[src/rtl/periph_rx_fsm.sv]
// Peripheral-side receiver for the CPU four-phase send/ack handshake.
// Accepted words land in a small FIFO that a local consumer drains through a registered read port.
module periph_rx_fsm #(
  parameter int DATA_W = 4,
  parameter int DEPTH  = 4,
  parameter int CNT_W  = 8,
  localparam int AW    = $clog2(DEPTH)
) (
  input  logic              clk,
  input  logic              rst,
  input  logic              send,
  input  logic [DATA_W-1:0] data,
  output logic              ack,
  input  logic              rd_en,
  output logic [DATA_W-1:0] rd_data,
  output logic              rd_valid,
  output logic              empty,
  output logic              full,
  output logic [AW:0]       level,
  output logic [CNT_W-1:0]  rx_count,
  output logic              state_dbg
);

  // Handshake: the CPU raises send with data valid.
  // A word is taken only in IDLE with room, and ack then stays high until send drops.
  // A pop is taken when rd_en=1 and empty=0, and rd_valid pulses on the following cycle.
  typedef enum logic {IDLE = 1'b0, ACK = 1'b1} state_t;

  state_t            state, state_nxt;
  logic              wr_en;
  logic              rd_fire;
  logic [AW:0]       wr_ptr, rd_ptr;
  logic [DATA_W-1:0] mem [DEPTH];

  always_ff @(posedge clk or negedge rst) begin
    if (!rst) state <= IDLE;
    else      state <= state_nxt;
  end

  always_comb begin
    state_nxt = state;
    wr_en     = 1'b0;
    case (state)
      IDLE: begin
        if (send && !full) begin
          wr_en     = 1'b1;
          state_nxt = ACK;
        end
      end
      ACK: begin
        if (!send) state_nxt = IDLE;
      end
      default: state_nxt = IDLE;
    endcase
  end

  assign ack       = (state == ACK);
  assign state_dbg = state;

  // The extra top pointer bit tells full apart from empty when the index bits match.
  assign level   = wr_ptr - rd_ptr;
  assign empty   = (wr_ptr == rd_ptr);
  assign full    = (wr_ptr[AW] != rd_ptr[AW]) && (wr_ptr[AW-1:0] == rd_ptr[AW-1:0]);
  assign rd_fire = rd_en && !empty;

  always_ff @(posedge clk) begin
    if (wr_en) mem[wr_ptr[AW-1:0]] <= data;
  end

  always_ff @(posedge clk or negedge rst) begin
    if (!rst) begin
      wr_ptr   <= '0;
      rd_ptr   <= '0;
      rd_data  <= '0;
      rd_valid <= 1'b0;
      rx_count <= '0;
    end else begin
      rd_valid <= rd_fire;
      if (wr_en) begin
        wr_ptr   <= wr_ptr + 1'b1;
        rx_count <= rx_count + 1'b1;
      end
      if (rd_fire) begin
        rd_data <= mem[rd_ptr[AW-1:0]];
        rd_ptr  <= rd_ptr + 1'b1;
      end
    end
  end

endmodule

[config.mk]
export PLATFORM = sky130hd
export DESIGN_NAME = periph_rx_fsm
export DESIGN_NICKNAME = d
export VERILOG_FILES = /design/src/rtl/periph_rx_fsm.sv
export SDC_FILE = /design/constraint.sdc
export NUM_CORES = 1
export LEC_CHECK = 0
export ABC_AREA = 1
export CAP_MARGIN = 5
export CORE_MARGIN = 2
export CORE_UTILIZATION = 45
export CTS_CLUSTER_DIAMETER = 50
export DETAILED_ROUTE_END_ITERATION = 8
export HOLD_SLACK_MARGIN = 0.03
export PLACE_DENSITY = 0.8
export RECOVER_POWER = 100
export SLEW_MARGIN = 10
export SYNTH_ARGS = -nofsm -noshare
export SYNTH_HDL_FRONTEND = slang
export SYNTH_SLANG_ARGS = --single-unit
[constraint.sdc]
create_clock -name clk -period 2.2 [get_ports clk]
set_input_delay 0.33 -clock clk [delete_from_list [all_inputs] [get_ports clk]]
set_output_delay 0.33 -clock clk [all_outputs]
set_load 0.03 [all_outputs]
# ---- Word-level counts from Yosys, hierarchy flattened
# Memory sizes are Yosys's and may differ from the RTL's. A register that Yosys moved wholly into a read port is not among the register bits.
# Cells that the tools add are included.
dict set report totals {
  ff_bits 16
  ramBits 16
  input_bits 8
  output_inout_bits 20
  wordCells 26
  n_memories 1
}
# name words word_bits rd rd_clocked_by_memory_dff write_ports line
set memory_table {}
lappend memory_table {mem 4 4 1 1 1 33} ;# logic [DATA_W-1:0] mem [DEPTH];
dict set report classes {
  addsub 4
  eq_ne 3
  mux 6
  bitwise 1
  reduce_logical 6
}
# operator n
set op_table {}
lappend op_table {{adder 8 x 1 -> 8 bit, second input constant} 1}
lappend op_table {{adder 3 x 1 -> 3 bit, second input constant} 2}
lappend op_table {{two-way mux 1 bit} 5}
lappend op_table {{== test 3 bit} 1}
lappend op_table {{logical AND 1 bit} 3}
lappend op_table {{logical NOT 1 bit} 3}
lappend op_table {{subtractor 3 bit} 1}
lappend op_table {{== test 2 bit} 1}
lappend op_table {{one-hot mux 1 bit (2 select lines)} 1}
lappend op_table {{!= test 1 bit} 1}
lappend op_table {{inverter 1 bit} 1}

# ---- Depth between registers and ports, before layout
dict set report depth {
  word_depth 8
  ltp_mapped 9
  mapped_depth_nobuf 9
}

# ---- Worst setup path before layout
# Ideal clock, no wire load.
dict set report synth_path {
  path_kind {reg-to-output}
  from {register wr_ptr[0]}
  to {output port level[2]}
  arrival_time_ns 1.562
  required_ns 1.870
  setup_slack_ns 0.308
  stages_incl_launch_ff 6
  n_path_buf 0
  path_cell_list {dfrtp_1 -> inv_1 -> ha_1 -> inv_1 -> fa_1 -> xor2_1}
}
dict set report synth_via {
  elab_chain_cells 1
}
# item line
set synth_rtl {}
lappend synth_rtl {{start: declaration} 32} ;# logic [AW:0] wr_ptr, rd_ptr;
lappend synth_rtl {{start signal: assignment} 80} ;# wr_ptr <= wr_ptr + 1'b1;
lappend synth_rtl {{subtractor 3 bit} 61} ;# assign level = wr_ptr - rd_ptr;
lappend synth_rtl {{end: declaration} 19} ;# output logic [AW:0] level,
# Every way passes these cells.

# ---- Final worst setup path
# Same ends and word-level chain as after synthesis.

==> qor.yml <==
outcome:
  status: "complete, no violations"
power:
  p_clk_frac: 0.174
  p_comb_frac: 0.510
  ir_drop_mv: 0.702
  powerDensity_mw_per_mm2: 1470
  p_switching_w: 0.00141
  p_leak_nw: 1.02
  intPower_w: 0.00183
  seq_power_share: 0.316
  swShare: 0.435
clocking:
  cts_buffers: 5
  clockBufferDepth: 2
  cts_root_buffer: "clkbuf_8"
  clock_sinks: 36
  cts_tree: "built"
  postCtsHoldBufs: 0
  htree_levels: 2
  path_clk_slew_ps: 70
  worstSkewPairLatency_ps: 290
finish:
  fillerInstances: 327
  drive_gt1_frac: 0.107
  final_nets: 241
  fin_area_mm2: 0.00219
  n_antenna_cell: 0
  syn_to_final_growth_pct: 24.2
detailed_routing:
  first_pass_iters: 4
  vias: 1290
  ant_nets: 0
  drt_iter0_markers: 72
  viasPerCell: 4.73
  routedWlPerCell_um: 12.1
  wirelength_um: 3300
  drc: 0
synthesis:
  synthMuxAreaShare: 0
  synth_cell_types: 23
  synth_compound_area_frac: 0.0496
  seq_area_frac_synth: 0.556
  synthesis.instances: 186
  synth-xor-area-share: 0.0298
  ys.flop_type: "dfrtp_1"
  yosys.area_share.adder: 0.0680
  yosys.area_share.simple: 0.230
  yosys-top-cells-count: "nand2_1 (52), nor2_1 (24), dfrtp_1 (20), inv_1 (20), edfxtp_1 (16)"
  ys_top_cells_by_area: "dfrtp_1 (28%), edfxtp_1 (27%), nand2_1 (11%)"
  ys_warn_count: 0
  synth.most_common_cell: "nand2_1"
  ys_async_sr_fraction: 0.556
  synth_seq_cells: 36
  syn_area_mm2: 0.00177
  synth_edf_count: 16
  synth_top_area_frac: 0.283
  synth_top_family_by_area: "simple AND/OR/NAND/NOR gates"
  yosys.area.top_type: "dfrtp_1"
  syn_nets: 203
  avgSynthCellArea_um2: 9.49
sta:
  fin_crit_ps: 2080
  fin_crit_sh: 0.946
  worst_clock_skew_ps: 9.25
  setup_tns_ps: 0
  finalHoldViolations: 0
  worst_slew_pin_slew_ps: 1120
  drv_slew: 0
  slew_headroom: 0.253
  rsz0062_at_grt: "false"
  timing.hold.ws_ps: 481
  setup_viol: 0
  timing.fmax_mhz: 480
placement:
  globalplace.congestion: 0.783
  dp.final_hpwl_um: 2330
  numPortBuffers: 27
  placed_area_mm2: 0.00210
grt:
  grt_max_degree: 21
  gr-total-overflow: 0
  antenna_found_initial: 0
  grt_first_pass_wirelength_um: 5380
  grt_pass1_vias: 1150
  track_usage: 0.167
setup_path:
  reg2regPathDepth: 8
  reg2reg_to: "rd_ptr[1]"
  cp-end-kind: "output pin"
  regToRegSetupSlack_ps: 270
  critPathRequiredTime_ps: 1870
  crit_type: "reg2out"
  crit_fanout: 4
  timing.rr.start: "wr_ptr[0]"
  start_kind: "flip-flop"
  cp.arrival_ps: 1750
floorplan:
  rows: 22
  core_mm2: 0.00372
  dieArea_mm2: 0.00444
  die_h_um: 66.6
  die_width_um: 66.6
  initial_core_util: 0.475
  io-pin-count: 28
worst_hold_path:
  min_to: "rd_data[3]"
  min_from: "rd_data[3]"
  hold_path_depth: 2
  min_path_type: "reg2reg"
flow_run:
  maxCapViolCount: 0
==> worst max-delay path: stages, from the launching register on <==
cell	delay [ps]
dfrtp_1	420
inv_2	110
ha_1	150
inv_1	50
fa_1	370
xor2_1	150
buf_2	210
==> cells in the final DEF (no fill, tap or decap), drive strengths merged, types with 8 or more instances in the layout <==
cell         synthesis  routed
clkbuf               0       8
nor2                24      24
ha                   8       8
inv                 21      21
dfrtp               20      20
edfxtp              16      16
o21ai               13      13
nand2               57      57
dlygate4sd3          0      15
buf                  5      10
==> area by class of cell <==
class                           count  area, um^2  share of cell area
Clock buffer                        6        72.6              0.0331
Timing Repair Buffer               36         319               0.145
Multi-Input combinational cell    124         646               0.294
Inverter                           21        78.8              0.0359
Sequential cell                    36         982               0.448
Clock inverter                      2        35.0              0.0160
Tap cell                           48        60.1              0.0274
==> routing by layer <==
| layer | routed length, um | vias up | GRT usage |
|---|---|---|---|
| met4 | 81 | 0 | 0.0842 |
| met5 | 0 | - | 0 |
| li1 | - | 665 | - |
| met3 | 131 | 6 | 0.0355 |
| met2 | 1530 | 33 | 0.256 |
| met1 | 1560 | 586 | 0.224 |
==> cells by family after synthesis <==
family / after synthesis
flops: 36
buf+inv: 26
fa+ha+maj: 9
simple gates: 95
compound gates: 14
xor+xnor: 6
==> through the flow <==
step | util | cells | total power (W) | worst slack, ps
finish | 0.590 | 273 | 0.00323 | 118
CTS | 0.596 | 271 | 0.00332 | 57.0
detailed placement | 0.565 | 263 | 0.00274 | 147
global route | 0.590 | 273 | 0.00348 | 0.680
floorplan | - | 186 | 0.00219 | 308
global placement | 0.565 | 263 | 0.00271 | 192
==> how the worst max path moves through the flow <==
stage	startpoint	endpoint	slack (ps)	cells after the start
final	wr_ptr[0]	level[2]	120	6
after global routing	wr_ptr[0]	rd_ptr[1]	0.7	8
after CTS	wr_ptr[0]	empty	60	7
after detailed placement	rd_ptr[1]	empty	150	7
after global placement	wr_ptr[0]	empty	190	7
after floorplan	wr_ptr[0]	level[2]	310	5
==> what timing repair did <==
action,4_1_cts,5_1_grt
endpoints found under the setup margin,3,2
setup buffers,0,2
gates resized for setup,3,2
==> power groups by stage <==
stage | Clock (W) | Sequential (W) | Combinational, W
after floorplan | 0 | 0.00119 | 0.00101
final | 0.000563 | 0.00102 | 0.00165
after global routing | 0.000618 | 0.00104 | 0.00182
after global placement | 0 | 0.00102 | 0.00169
after CTS | 0.000574 | 0.00102 | 0.00172
after detailed placement | 0 | 0.00103 | 0.00171
==> state kept, by name (all words and copies together) (netlist names) <==
register,cells
rx_count,8
rd_ptr,3
rd_data,4
wr_ptr,3
mem,16
ack,1
rd_valid,1
Power figures use the tool's default switching activity.
